`src/rtl/cpu_types_pkg.sv`:
```
// Shared CPU memory-interface types: data word, RAM handshake state and
// the arbiter FSM encoding.
package cpu_types_pkg;

  typedef logic [31:0] word_t;

  typedef enum logic [1:0] {
    FREE   = 2'd0,
    BUSY   = 2'd1,
    ACCESS = 2'd2,
    ERROR  = 2'd3
  } ramstate_t;

  typedef enum logic [2:0] {
    IDLE    = 3'd0,
    IFETCH  = 3'd1,
    DACCESS = 3'd2,
    DONE    = 3'd3,
    FAULT   = 3'd4
  } arb_state_t;

endpackage

```
`src/rtl/timeout_counter.sv`:
```
// Grant watchdog: counts cycles spent waiting on the RAM and flags when the
// count reaches TIMEOUT-1. Holds at the limit so the flag stays up.
module timeout_counter #(
  parameter int TIMEOUT = 16
) (
  input  logic CLK,
  input  logic nRST,
  input  logic clear,
  input  logic en,
  output logic expired
);

  localparam int CW = $clog2(TIMEOUT) + 1;

  logic [CW-1:0] cnt_q;

  assign expired = (cnt_q == CW'(TIMEOUT - 1));

  // Clear wins over count; saturate once the limit is reached.
  always_ff @(posedge CLK or negedge nRST) begin
    if (!nRST) begin
      cnt_q <= '0;
    end else if (clear) begin
      cnt_q <= '0;
    end else if (en && !expired) begin
      cnt_q <= cnt_q + 1'b1;
    end
  end

endmodule

```
`src/rtl/memory_arbiter.sv`:
```
// Fetch/data arbiter in front of a single RAM port. Data requests beat
// instruction fetches; each transfer is IDLE -> grant -> DONE, with a
// one-cycle hit pulse in DONE. RAM errors or a stalled grant park the
// block in FAULT until reset.
module memory_arbiter
  import cpu_types_pkg::*;
#(
  parameter int TIMEOUT = 16
) (
  input  logic      CLK,
  input  logic      nRST,
  input  logic      iREN,
  input  word_t     iaddr,
  input  logic      dREN,
  input  logic      dWEN,
  input  word_t     daddr,
  input  word_t     dstore,
  output logic      ihit,
  output word_t     iload,
  output logic      dhit,
  output word_t     dload,
  output logic      ramREN,
  output logic      ramWEN,
  output word_t     ramaddr,
  output word_t     ramstore,
  input  word_t     ramload,
  input  ramstate_t ramstate,
  output logic      fault
);

  arb_state_t state_q;
  logic       ihit_q, dhit_q, ramREN_q, ramWEN_q, fault_q;
  word_t      iload_q, dload_q, ramaddr_q, ramstore_q;
  logic       in_grant, expired;

  assign in_grant = (state_q == IFETCH) || (state_q == DACCESS);

  // Counter sits at zero while idle, so every grant starts from a clean count.
  timeout_counter #(.TIMEOUT(TIMEOUT)) u_tmo (
    .CLK     (CLK),
    .nRST    (nRST),
    .clear   (state_q == IDLE),
    .en      (in_grant),
    .expired (expired)
  );

  // Arbiter FSM; all interface outputs are registered here.
  always_ff @(posedge CLK or negedge nRST) begin
    if (!nRST) begin
      state_q    <= IDLE;
      ihit_q     <= 1'b0;
      dhit_q     <= 1'b0;
      ramREN_q   <= 1'b0;
      ramWEN_q   <= 1'b0;
      fault_q    <= 1'b0;
      iload_q    <= '0;
      dload_q    <= '0;
      ramaddr_q  <= '0;
      ramstore_q <= '0;
    end else begin
      ihit_q <= 1'b0;
      dhit_q <= 1'b0;
      unique case (state_q)
        IDLE: begin
          if (dREN || dWEN) begin
            // Both enables together is a write.
            state_q    <= DACCESS;
            ramaddr_q  <= daddr;
            ramWEN_q   <= dWEN;
            ramREN_q   <= !dWEN;
            ramstore_q <= dWEN ? dstore : '0;
          end else if (iREN) begin
            state_q    <= IFETCH;
            ramaddr_q  <= iaddr;
            ramREN_q   <= 1'b1;
            ramWEN_q   <= 1'b0;
            ramstore_q <= '0;
          end
        end
        IFETCH, DACCESS: begin
          if (ramstate == ACCESS) begin
            state_q  <= DONE;
            ramREN_q <= 1'b0;
            ramWEN_q <= 1'b0;
            if (state_q == IFETCH) begin
              iload_q <= ramload;
              ihit_q  <= 1'b1;
            end else begin
              // Stores complete with a hit but leave dload alone.
              if (!ramWEN_q) dload_q <= ramload;
              dhit_q <= 1'b1;
            end
          end else if ((ramstate == ERROR) || expired) begin
            state_q  <= FAULT;
            ramREN_q <= 1'b0;
            ramWEN_q <= 1'b0;
            fault_q  <= 1'b1;
          end
        end
        // Requests are deliberately not sampled here.
        DONE:    state_q <= IDLE;
        FAULT:   fault_q <= 1'b1;
        default: state_q <= IDLE;
      endcase
    end
  end

  assign ihit     = ihit_q;
  assign dhit     = dhit_q;
  assign iload    = iload_q;
  assign dload    = dload_q;
  assign ramREN   = ramREN_q;
  assign ramWEN   = ramWEN_q;
  assign ramaddr  = ramaddr_q;
  assign ramstore = ramstore_q;
  assign fault    = fault_q;

endmodule

```
`config.mk`:
```
export PLATFORM = sky130hd
export DESIGN_NAME = memory_arbiter
export DESIGN_NICKNAME = d
export VERILOG_FILES = /design/src/rtl/cpu_types_pkg.sv /design/src/rtl/timeout_counter.sv /design/src/rtl/memory_arbiter.sv
export SDC_FILE = /design/constraint.sdc
export NUM_CORES = 1
export LEC_CHECK = 0
export ABC_CLOCK_PERIOD_IN_PS = 2100
export CAP_MARGIN = 25
export CORE_ASPECT_RATIO = 1.75
export CORE_MARGIN = 1.5
export CORE_UTILIZATION = 38
export DETAILED_ROUTE_END_ITERATION = 7
export GPL_TIMING_DRIVEN = 1
export PLACE_DENSITY = 0.85
export SYNTH_ARGS = -nofsm -noshare
export SYNTH_HDL_FRONTEND = slang
export SYNTH_SLANG_ARGS = --single-unit
```
`constraint.sdc`:
```
create_clock -name CLK -period 2.1 [get_ports CLK]
set_input_delay 0.21 -clock CLK [delete_from_list [all_inputs] [get_ports CLK]]
set_output_delay 0.21 -clock CLK [all_outputs]
set_load 0.005 [all_outputs]
```
== Word level (Yosys, flattened, before mapping) ==
Cells that the tools add are included.
Widths: inputs -> output; s select.
Cells by class
  add/subtract/negate cells: 1
  equal/unequal tests: 10
  muxes and demuxes: 29
  bitwise logic cells: 3
  reductions and logical operators: 18
Operators with widths (count)
  $mux 32: 5
  $mux 1: 14
  $mux 3: 4
  $reduce_and 3->1: 4
  $mux 5: 2
  $pmux 3 s3: 1
  $reduce_bool 2->1: 4
  $ne 3x3->1 const B: 2
  $pmux 1 s2: 3
  $add 5x1->5 const B: 1
  $eq 5x4->1 const B: 1
  $eq 2x2->1 const B: 2
  $ne 2x2->1 const B: 2
  $reduce_and 4->1: 1
  $eq 3x1->1 const B: 1
  $eq 3x2->1 const B: 1
  $eq 3x3->1 const B: 1
  $logic_not 3->1: 1
  $logic_or 1x1->1: 3
  $not 1->1: 3
  $logic_not 1->1: 2
  $reduce_and 2->1: 1
  $reduce_or 2->1: 1
  $logic_and 1x1->1: 1
Word-level totals
  flip-flop bits (word level): 141
  input bits: 135
  output and inout port bits: 133
  logic and storage cells: 72

== Longest topological paths before layout ==
Gate-level depths: netlist of the first run.
  depth after elaboration: 5
  depth in mapped cells: 8

== By module ==
A second synthesis of the first run with hierarchy kept.
Second synthesis, totals
  cells, all modules: 447
  area, all modules: 6074.6 µm²
Modules (own cells, without submodules)
  memory_arbiter: instances 1, cells an instance 424, area an instance 5814.3 µm², sequential area each 3403.3 µm²
  timeout_counter: instances 1, cells an instance 23, area an instance 260.2 µm², sequential area each 125.1 µm²

== Worst setup path after synthesis of the first run ==
No wires, ideal clock.
  path kind: register to register
  start: register u_tmo.cnt_q[0]
  end: register u_tmo.cnt_q[3]
  setup time: 132 ps
  arrival: 1800 ps
  required time: 1968 ps
  slack: 168 ps
  cell stages (with the launch flop): 8
  path buffers: 0
  period minus slack after synthesis: 1932 ps
  path through: dfrtp_1 ha_1 and3_1 ha_1 nand2b_1 or3b_2 xor2_1 nor2_1
Between the ends
  longest elaborated chain between the ends: 4
  elaborated cells between the ends (all ways): 7
  classes of those cells: 1 x add/sub; 1 x eq/ne; 2 x mux; 3 x reduce/logical
Ends and longest elaborated chain
  start: declaration: RTL line timeout_counter.sv:15  | logic [CW-1:0] cnt_q;
  start signal: assignment: RTL line timeout_counter.sv:26  | cnt_q <= cnt_q + 1'b1;
  branches (longest 4 deep; another with $add 5x1->5)
Several ways; the timed one is not identified. The select of a mux whose other input is x is not followed.
A chain may end at the register's enable or synchronous reset.

== Final worst setup path of the first run ==
Ends and elaborated chain as after synthesis.

==> results of run 1 <==
state kept, by name, indices dropped and copies added (netlist names):
name         cells
fault            1
iload           32
u_tmo.cnt_q      5
ramstore        32
ramWEN           1
state_q          3
ramREN           1
ihit             1
ramaddr         32
dload           32
dhit             1
final timing paths:
path | from | to | slack, ns | cells after the start
max | u_tmo.cnt_q[0]$_DFFE_PN0P_ | u_tmo.cnt_q[3]$_DFFE_PN0P_ | 0.09 | 7
min | nRST | dload[8]$_DFFE_PN0P_ | 0.36 | 2
max in group asynchronous | nRST | ramstore[1]$_DFFE_PN0P_ | 1.06 | 3
max reg2reg | u_tmo.cnt_q[0]$_DFFE_PN0P_ | u_tmo.cnt_q[3]$_DFFE_PN0P_ | 0.09 | 7
min reg2reg | ramstore[4]$_DFFE_PN0P_ | ramstore[4]$_DFFE_PN0P_ | 0.47 | 2
min in group CLK | dstore[5] | ramstore[5]$_DFFE_PN0P_ | 0.36 | 3
cell families (layout without fill, tap and decap cells):
group,count (synthesis),in the layout
AOI/OAI and AO/OA,42,42
xor gates and xnor gates,2,2
adders and majority gates,6,6
buffers and inverters,34,324
DFF,141,141
muxes,99,99
and+or+nand+nor,165,165
cell type report:
cell class | count | area [sq um] | share of cell area
repair buffers | 289 | 2920 | 0.305
well taps | 186 | 233 | 0.0244
inverters | 3 | 11.3 | 0.00118
flip-flops and latches | 141 | 3530 | 0.370
multi-input cells | 314 | 2240 | 0.235
clock inverters | 12 | 150 | 0.0157
clock buffers | 20 | 467 | 0.0489
synthesized netlist by cell type, drive strengths merged:
cell type / count / share of area
dfrtp: 141 / 0.60
nand2: 103 / 0.065
mux2: 66 / 0.14
nand3: 35 / 0.030
o21ai: 34 / 0.029
mux2i: 33 / 0.056
buf: 17 / 0.018
clkbuf: 14 / 0.0089
nor2: 7 / 0.0044
nand2b: 6 / 0.0064
nor3: 5 / 0.0051
a21oi: 4 / 0.0034
maj3: 4 / 0.0068
inv: 3 / 0.0019
o22a: 3 / 0.0044
ha: 2 / 0.0042
nor2b: 2 / 0.0021
xor2: 2 / 0.0030
a211o: 1 / 0.0015
and2b: 1 / 0.0013
and3: 1 / 0.0011
nand3b: 1 / 0.0013
nor4: 1 / 0.0011
or2: 1 / 0.0011
or3b: 1 / 0.0015
or4: 1 / 0.0013
per-layer routing:
layer	track usage	vias up
met5	0	-
met4	0.0758	0
met3	0.0519	32
met2	0.377	179
met1	0.205	2264
li1	-	2216
through the flow:
stage | hold slack [ns] | utilization | std cells
2_1_floorplan | -0.0856 | - | 489
3_3_place_gp | 0.246 | 0.582 | 932
3_5_place_dp | 0.261 | 0.582 | 932
4_1_cts | 0.342 | 0.623 | 965
5_1_grt | 0.359 | 0.623 | 965
6_report | 0.357 | 0.623 | 965
timing repair:
| action | in CTS | in global routing |
|---|---|---|
| hold buffers | 1 | 0 |
| setup buffers | 0 | 0 |
| endpoints found under the hold margin | 60 | 0 |
| setup endpoints to repair | 0 | 3 |
| gates resized for setup | 0 | 2 |
worst max-delay path, cell delays in order, from the launching register on:
cell and delay (ns):
dfrtp_1 0.41, ha_2 0.21, and3_1 0.18, ha_1 0.23
nand2b_1 0.17, or3b_2 0.48, xor2_1 0.17, nor2_1 0.06
power breakdown:
group	switching [mW]	total (mW)	internal (mW)	leakage [nW]
sequential	0.666	4.64	3.97	1.77
clock	1.22	3.10	1.88	0.304
combinational	2.08	5.54	3.47	2.30
==> reports/results.ini, run 1 <==
[place]
hpwlAfterDp_mm=11.7
portBuffers=267
pre_cts_slack_ns=-0.141
place_congestion=0.780
dpl-instance-area_sq_mm=0.00891

[logic_synthesis]
seq_area_frac_synth=0.597
ys.warnings.count=0
synth_fp_nets=626
synth.avg_cell_area_sq_um=12.1
synth_top_family_by_area=multiplexers
synth_seq_cells=141
synthMuxAreaShare=0.201
synth.distinct_cells=30
synth_xor_xnor_area_share=0.00296
synth_area_sq_mm=0.00591
synthCells=489
synthSimpleGateAreaFrac=0.122
synth-compound-area-share=0.0381
synth-adder-area-share=0.0110

[global_route]
grt_usage=0.198
grt_pass1_wl_mm=25.6
grt_pass1_vias=5038
grt_max_degree=67
grt_antenna_before_repair=0
grt_overflow=0

[sta]
setup_violations=0
maxSlewHeadroom=0.569
rsz0062_at_grt=no
worst_slack_ns=0.0910
fmax_mhz=498
slew_violations=0
worstMarginPinSlew_ns=0.646
timing.final.crit_share=0.957
hold_violations=0
period_minus_slack_ns=2.01
finClkSkew_ns=0.0114
fin_setup_tns_ns=0

[clocking]
cts_buffers=17
cts.sinks=141
root_buffer=clkbuf_16
htree_levels=4
cts_tree=built
clockBufferDepth=2
clkLatencyLatePin_ns=0.41
cts.clk_slew.worst_paths_ns=0.06

[critical_path]
critical_path_class=reg2reg
cp.arrival_ns=2.30
cp-end-kind=register
startpoint_type=register
worst_ep_required_time_ns=2.39
crit_path_max_fanout=4

[cells_and_area]
layout-drive-gt1-share=0.166
mostFrequentLayoutCells=266 x clkdlybuf4s50_1, 141 x dfrtp_1, 103 x nand2_1
final_area_sq_mm=0.00955
fillers=1209
layout_commonest_cell=clkdlybuf4s50_1
final_nets=903
n_antenna_cell=0
areaGrowthSynthToFinish_pct=61.6

[routing]
num_vias=4691
wl_met1_mm=5.60
drcViolationCount=0
ant_nets=0
drtIter0Drc=165
highest_layer=met4
dr_wl_met2_mm=8.85
wl_per_cell_um=16.3
totalWireLength_mm=15.8
drt-pass1-iter-count=4
viasPerCell=4.86
routed-wl-met3_um=872

[status]
status=completed

[floorplanning]
initial_core_util=0.386
die_w_um=97.3
fp.coreArea_sq_mm=0.0153
die_y_um=168
row_count=60
num_io_pins=268
dieArea_sq_mm=0.0163

[pwr]
ir_worst_vdd_mv=0.706
power.leakage_nw=4.37
total_power_mw=13.3
p_per_area_mw_per_mm2=1390

[min_path]
min_path_type=in2async

[job]
maxCapViolCount=0

(Power assumes the default switching activity.)
==> run 2: changes to the inputs <==
--- a/config.mk
+++ b/config.mk
@@ -5,14 +5,14 @@
 export SDC_FILE = /design/constraint.sdc
 export NUM_CORES = 1
 export LEC_CHECK = 0
-export ABC_CLOCK_PERIOD_IN_PS = 2100
+export ABC_CLOCK_PERIOD_IN_PS = 2610
 export CAP_MARGIN = 25
 export CORE_ASPECT_RATIO = 1.75
 export CORE_MARGIN = 1.5
-export CORE_UTILIZATION = 38
+export CORE_UTILIZATION = 45
 export DETAILED_ROUTE_END_ITERATION = 7
 export GPL_TIMING_DRIVEN = 1
-export PLACE_DENSITY = 0.85
+export PLACE_DENSITY = 0.94
 export SYNTH_ARGS = -nofsm -noshare
 export SYNTH_HDL_FRONTEND = slang
 export SYNTH_SLANG_ARGS = --single-unit
==> constraint.sdc (replaced) <==
create_clock -name CLK -period 2.61 [get_ports CLK]
set_input_delay 0.261 -clock CLK [delete_from_list [all_inputs] [get_ports CLK]]
set_output_delay 0.261 -clock CLK [all_outputs]
set_load 0.005 [all_outputs]
==> run 2 against run 1 <==
Sequential power shrank 16%. Highest routed layer unchanged. Register-to-register slack improved by 0.41 ns. Utilization up 11 points. Routed wire length is 8.6% higher. Sequential share of layout area rose by 0.47 points. Via count grew 3.2%. Die area down 15%. Fmax decreased by 4.7%. Clock-buffer cell count fell by 2. Clock skew decreased by 0.0027 ns. Non-clock buffer count down 11.
==> reports/results.ini, run 2 (synthesized netlist as in run 1, its figures left out) <==
[critical_path]
critical_path_class=reg2reg
crit_path_max_fanout=7  ; +3
cp_slowest_cell=dfrtp_1
r2r-end=ramREN$_DFFE_PN0P_
cp-startpoint=u_tmo.cnt_q[0]$_DFFE_PN0P_
worst_ep_required_time_ns=2.90  ; +0.51 ns
reg2reg_slack_ns=0.50  ; +0.41 ns
cp.arrival_ns=2.40  ; +0.10 ns
startpoint_type=register
r2r-start=u_tmo.cnt_q[0]$_DFFE_PN0P_
crit_top_cell=ha_1
reg2reg_depth=7  ; unchanged
slowest_delay_ns=0.39  ; -0.09 ns
cp-end-kind=register
crit_chain=ha_1 > and3_1 > ha_1 > nor3_1 > nand2_1 > nand3_1 > mux2_2

[floorplanning]
row_count=55  ; -8.3%
num_io_pins=268  ; unchanged
initial_core_util=0.459  ; +0.0733
dieArea_sq_mm=0.0139  ; -15%
die_y_um=155  ; -8.0%
fp.coreArea_sq_mm=0.0129  ; -16%
die_w_um=89.6  ; -7.9%

[cells_and_area]
n_antenna_cell=0  ; unchanged
areaGrowthSynthToFinish_pct=59.6
fillers=797  ; -34%
layout_commonest_cell=clkdlybuf4s50_1
mostFrequentLayoutCells=266 x clkdlybuf4s50_1, 141 x dfrtp_1, 103 x nand2_1
layout-drive-gt1-share=0.148  ; -0.0172
final_nets=892  ; -1.2%

[pwr]
share_comb_of_total_power=0.404  ; -0.013
pwr-share-clk=0.238  ; +0.005
ir_worst_vdd_mv=0.629  ; -11%
p_seq_frac=0.357  ; +0.008
power.leakage_nw=4.31  ; -1.4%
intPower_mw=7.55  ; -19%
swShare=0.306  ; +0.00833
p_per_area_mw_per_mm2=1160  ; -17%
power.switching_mw=3.34  ; -16%

[place]
hpwlAfterDp_mm=12.5  ; +6.8%
place_congestion=0.814  ; +4.3%
portBuffers=267  ; unchanged
pre_cts_slack_ns=0.264  ; +0.404 ns

[sta]
timing.final.crit_share=0.808  ; -0.149
setup_violations=0  ; unchanged
period_minus_slack_ns=2.11  ; +0.0991 ns
slew_violations=0  ; unchanged
fmax_mhz=474  ; -4.7%
maxSlewHeadroom=0.677  ; +0.108
fin_setup_tns_ns=0  ; unchanged
finClkSkew_ns=0.00862  ; -0.00274 ns
worstMarginPinSlew_ns=0.483  ; -0.163 ns
worst_slack_ns=0.502  ; +0.411 ns
rsz0062_at_grt=no
hold_violations=0  ; unchanged

[clocking]
cts_buffers=17  ; unchanged
cts.sinks=141  ; unchanged
cts.clk_slew.worst_paths_ns=0.06  ; about the same
clkLatencyLatePin_ns=0.41  ; about the same
root_buffer=clkbuf_16
cts_resized=0  ; unchanged
cts_tree=built
htree_levels=4  ; unchanged
clockBufferDepth=2  ; unchanged

[routing]
drtIter0Drc=241  ; +46%
drcViolationCount=0  ; unchanged
viasPerCell=5.16  ; +6.1%
drt-pass1-iter-count=6  ; +2
wl_per_cell_um=18.2  ; +12%
ant_nets=0  ; unchanged
num_vias=4843  ; +3.2%
totalWireLength_mm=17.1  ; +8.6%

[job]
maxCapViolCount=0  ; unchanged

[global_route]
grt_max_degree=73  ; +9.0%
grt_pass1_vias=5095  ; +1.1%
grt_antenna_before_repair=0  ; unchanged
grt_pass1_wl_mm=26.2  ; +2.3%
grt_overflow=0  ; unchanged
grt_usage=0.250  ; +0.0516

[min_path]
min_path_type=in2async

[status]
status=completed

run 2: cell types whose count changed in the layout (fill, tap and decap cells not counted), moves of 2 or more:
cell | before | now
bufinv_16 | 2 | 4
buf_4 | 15 | 6
buf_12 | 6 | 4
clkbuf_8 | 3 | 0
clkinv_4 | 5 | 2
run 2: worst max-delay path, delay by kind of cell (launching register included):
kind / cells / cell delay, ns
simple gates: 4 / 0.76
flops: 1 / 0.39
mux: 1 / 0.34
fa+ha+maj: 2 / 0.50
run 2: what timing repair did:
item / CTS / global route
hold buffers: 1 / 0
endpoints found under the setup margin: 0 / 0
buffers inserted: 0 / 0
endpoints found under the hold margin: 49 / 0
run 2: power by group through the flow:
stage	combinational [mW]	clock [mW]	sequential, mW
after floorplan	1.73	0	3.80
after global placement	4.16	0	3.80
after detailed placement	4.39	0	3.90
after CTS	4.45	2.64	3.88
after global routing	4.76	2.74	3.99
final	4.40	2.59	3.89
run 2: cell type report:
class,count,area (sq um),area share
Clock buffer,18,429,0.0455
Sequential cell,141,3530,0.374
Clock inverter,14,208,0.0220
Inverter,3,11.3,0.00119
Tap cell,171,214,0.0227
Timing Repair Buffer,278,2810,0.298
Multi-Input combinational cell,314,2230,0.236
run 2: per-stage QoR:
stage,area [sq um],power [mW],util,hold WS [ns],std cells
final,9430,10.9,0.733,0.370,939
after global routing,9430,11.5,0.733,0.419,939
after CTS,9430,11.0,0.733,0.369,939
after detailed placement,8780,8.29,0.682,0.237,906
after global placement,8780,7.96,0.682,0.224,906
after floorplan,5910,5.53,-,-0.0346,489
run 2: per-layer routing:
| layer | routed length, um | vias to the layer above | global-route usage |
|---|---|---|---|
| li1 | - | 2197 | - |
| met1 | 6130 | 2315 | 0.274 |
| met2 | 9010 | 278 | 0.433 |
| met3 | 1340 | 53 | 0.0704 |
| met4 | 648 | 0 | 0.114 |
| met5 | 0 | - | 0 |
run 2: worst max path at each step:
stage / to / slack (ns) / depth (start not counted)
detailed placement: dload[4]$_DFFE_PN0P_ / 0.26 / 6
global route: u_tmo.cnt_q[3]$_DFFE_PN0P_ / 0.46 / 7
CTS: dload[19]$_DFFE_PN0P_ / 0.54 / 4
global placement: dload[4]$_DFFE_PN0P_ / 0.33 / 6
finish: ramREN$_DFFE_PN0P_ / 0.50 / 7
floorplan: u_tmo.cnt_q[3]$_DFFE_PN0P_ / 0.68 / 7
==> run 3: changes to the inputs <==
--- a/config.mk
+++ b/config.mk
@@ -5,14 +5,14 @@
 export SDC_FILE = /design/constraint.sdc
 export NUM_CORES = 1
 export LEC_CHECK = 0
-export ABC_CLOCK_PERIOD_IN_PS = 2610
+export ABC_CLOCK_PERIOD_IN_PS = 1800
 export CAP_MARGIN = 25
 export CORE_ASPECT_RATIO = 1.75
 export CORE_MARGIN = 1.5
-export CORE_UTILIZATION = 45
+export CORE_UTILIZATION = 38
 export DETAILED_ROUTE_END_ITERATION = 7
 export GPL_TIMING_DRIVEN = 1
-export PLACE_DENSITY = 0.94
+export PLACE_DENSITY = 0.85
 export SYNTH_ARGS = -nofsm -noshare
 export SYNTH_HDL_FRONTEND = slang
 export SYNTH_SLANG_ARGS = --single-unit
==> constraint.sdc (replaced) <==
create_clock -name CLK -period 1.8 [get_ports CLK]
set_input_delay 0.18 -clock CLK [delete_from_list [all_inputs] [get_ports CLK]]
set_output_delay 0.18 -clock CLK [all_outputs]
set_load 0.005 [all_outputs]
==> run 3 against run 2 <==
Global-route usage fell by 5.4 points. Setup slack got worse by 0.48 ns. Utilization fell by 10 points. Via count fell by 4.1%. Sequential power rose by 39%. Sequential share of layout area fell by 0.84 points. Clock skew fell by 0.0012 ns. Register-to-register slack got worse by 0.48 ns. First-iteration DRC count fell by 55%.
==> reports/results.ini, run 3 (synthesized netlist as in run 1, its figures left out) <==
[routing]
drtIter0Drc=108  ; -55%
wl_per_cell_um=16.2  ; -11%
drcViolationCount=0  ; unchanged
totalWireLength_mm=15.8  ; -7.9%
num_vias=4643  ; -4.1%
viasPerCell=4.79  ; -7.2%
drt-pass1-iter-count=4  ; -2
ant_nets=0  ; unchanged

[clocking]
clockBufferDepth=2  ; unchanged
htree_levels=4  ; unchanged
cts.sinks=141  ; unchanged
cts_tree=built
cts_buffers=17  ; unchanged
cts.clk_slew.worst_paths_ns=0.06  ; about the same
root_buffer=clkbuf_16
clkLatencyLatePin_ns=0.40  ; about the same

[pwr]
p_per_area_mw_per_mm2=1620  ; +40%
total_power_mw=15.6  ; +43%
ir_worst_vdd_mv=0.684  ; +8.8%
power.leakage_nw=4.41  ; +2.3%

[sta]
finClkSkew_ns=0.00738  ; -0.00123 ns
worstMarginPinSlew_ns=0.363  ; -0.121 ns
rsz0062_at_grt=yes
fin_setup_tns_ns=0  ; unchanged
hold_violations=0  ; unchanged
maxSlewHeadroom=0.756  ; +0.0796
setup_violations=0  ; unchanged
hold_slack_ns=0.215  ; -0.155 ns
fmax_mhz=562  ; +18%
timing.final.crit_share=0.989  ; +0.181
period_minus_slack_ns=1.78  ; -0.328 ns
slew_violations=0  ; unchanged

[global_route]
grt_pass1_wl_mm=25.2  ; -4.0%
grt_pass1_vias=4818  ; -5.4%
grt_antenna_before_repair=0  ; unchanged
grt_max_degree=54  ; -26%
grt_overflow=0  ; unchanged
grt_usage=0.195  ; -0.0542

[cells_and_area]
areaGrowthSynthToFinish_pct=63.3
final_nets=910  ; +2.0%
final_area_sq_mm=0.00965  ; +2.3%
layout-drive-gt1-share=0.176  ; +0.0276
layout_commonest_cell=clkdlybuf4s50_1
mostFrequentLayoutCells=266 x clkdlybuf4s50_1, 141 x dfrtp_1, 103 x nand2_1
n_antenna_cell=0  ; unchanged

[critical_path]
reg2reg_slack_ns=0.02  ; -0.48 ns
worst_ep_required_time_ns=2.07  ; -0.83 ns
cp-startpoint=u_tmo.cnt_q[1]$_DFFE_PN0P_
reg2reg_depth=7  ; unchanged
cp_num_cells=7  ; unchanged
cp.arrival_ns=2.05  ; -0.35 ns
slowest_delay_ns=0.39  ; about the same
r2r-end=u_tmo.cnt_q[3]$_DFFE_PN0P_
crit_chain=ha_2 > and3_4 > ha_4 > nand2b_4 > or3b_4 > xor2_1 > nor2_1
startpoint_type=register
path_delay_family=simple AND/OR/NAND/NOR gates
cp_slowest_cell=dfrtp_1
critical_path_class=reg2reg
r2r-start=u_tmo.cnt_q[1]$_DFFE_PN0P_
path_buf_inv=0  ; unchanged
crit_path_max_fanout=7  ; unchanged
crit_path_end=u_tmo.cnt_q[3]$_DFFE_PN0P_
cp-end-kind=register

[floorplanning]
fp.coreArea_sq_mm=0.0153  ; +19%
dieArea_sq_mm=0.0163  ; +18%
initial_core_util=0.386  ; -0.0733
die_w_um=97.3  ; +8.5%
row_count=60  ; +9.1%
num_io_pins=268  ; unchanged
die_y_um=168  ; +8.6%

[place]
place_congestion=0.760  ; -6.6%
portBuffers=267  ; unchanged
dpl-instance-area_sq_mm=0.00900  ; +2.5%
hpwlAfterDp_mm=11.6  ; -7.0%

[job]
maxCapViolCount=0  ; unchanged

[min_path]
min_path_type=in2async

[status]
status=completed

## run 3: cell types whose count changed in the layout (fill, tap and decap cells not counted), moves of 2 or more
cell,previous run,this run
nand3_1,35,33
clkinv_2,1,3
maj3_1,4,2
nand3_2,0,2
inv_8,2,0
buf_12,4,9
maj3_2,0,2
bufinv_16,4,2
inv_6,4,1
ha_1,2,0
buf_4,6,18
clkbuf_8,0,2
## run 3: metrics by stage
step	setup slack, ns	utilization	std cells
floorplan	0.0349	-	489
global placement	-0.344	0.588	934
detailed placement	-0.370	0.588	934
CTS	0.00466	0.626	966
global route	-0.0431	0.630	970
finish	0.0199	0.630	970
## run 3: final cells by class
cell class,instances,area (sq um)
Fill cell,1230,5670
Sequential cell,141,3530
Timing Repair Buffer,296,3020
Multi-Input combinational cell,314,2280
Clock buffer,20,457
Tap cell,186,233
Clock inverter,10,116
Inverter,3,11.3
## run 3: per-layer routing
| layer | vias up | GRT usage | routed length [um] |
|---|---|---|---|
| met1 | 2221 | 0.212 | 5780 |
| met5 | - | 0 | 0 |
| met2 | 168 | 0.357 | 8670 |
| li1 | 2228 | - | - |
| met3 | 26 | 0.0573 | 938 |
| met4 | 0 | 0.0739 | 373 |
## run 3: how the worst min path moves through the flow
stage / from / endpoint / slack (ns) / depth (start not counted)
detailed placement: nRST / iload[10]$_DFFE_PN0P_ / 0.05 / 1
CTS: nRST / ramaddr[22]$_DFFE_PN0P_ / 0.19 / 2
global route: nRST / ramaddr[20]$_DFFE_PN0P_ / 0.21 / 2
floorplan: nRST / dhit$_DFF_PN0_ / -0.12 / 0
global placement: nRST / iload[10]$_DFFE_PN0P_ / 0.05 / 1
finish: nRST / iload[10]$_DFFE_PN0P_ / 0.22 / 2
## run 3: what timing repair did
| action | CTS | global route |
|---|---|---|
| cloned | 0 | 1 |
| hold buffers | 1 | 0 |
| gates resized for setup | 1 | 3 |
| buffers inserted | 1 | 3 |
| endpoints found under the hold margin | 141 | 0 |
| endpoints found under the setup margin | 2 | 21 |
| pin swaps | 2 | 3 |
## run 3: power by group
group | total [mW] | switching, mW | internal [mW]
registers | 5.41 | 0.774 | 4.64
logic | 6.76 | 2.51 | 4.25
clock network | 3.42 | 1.32 | 2.10
total | 15.6 | 4.61 | 11.0
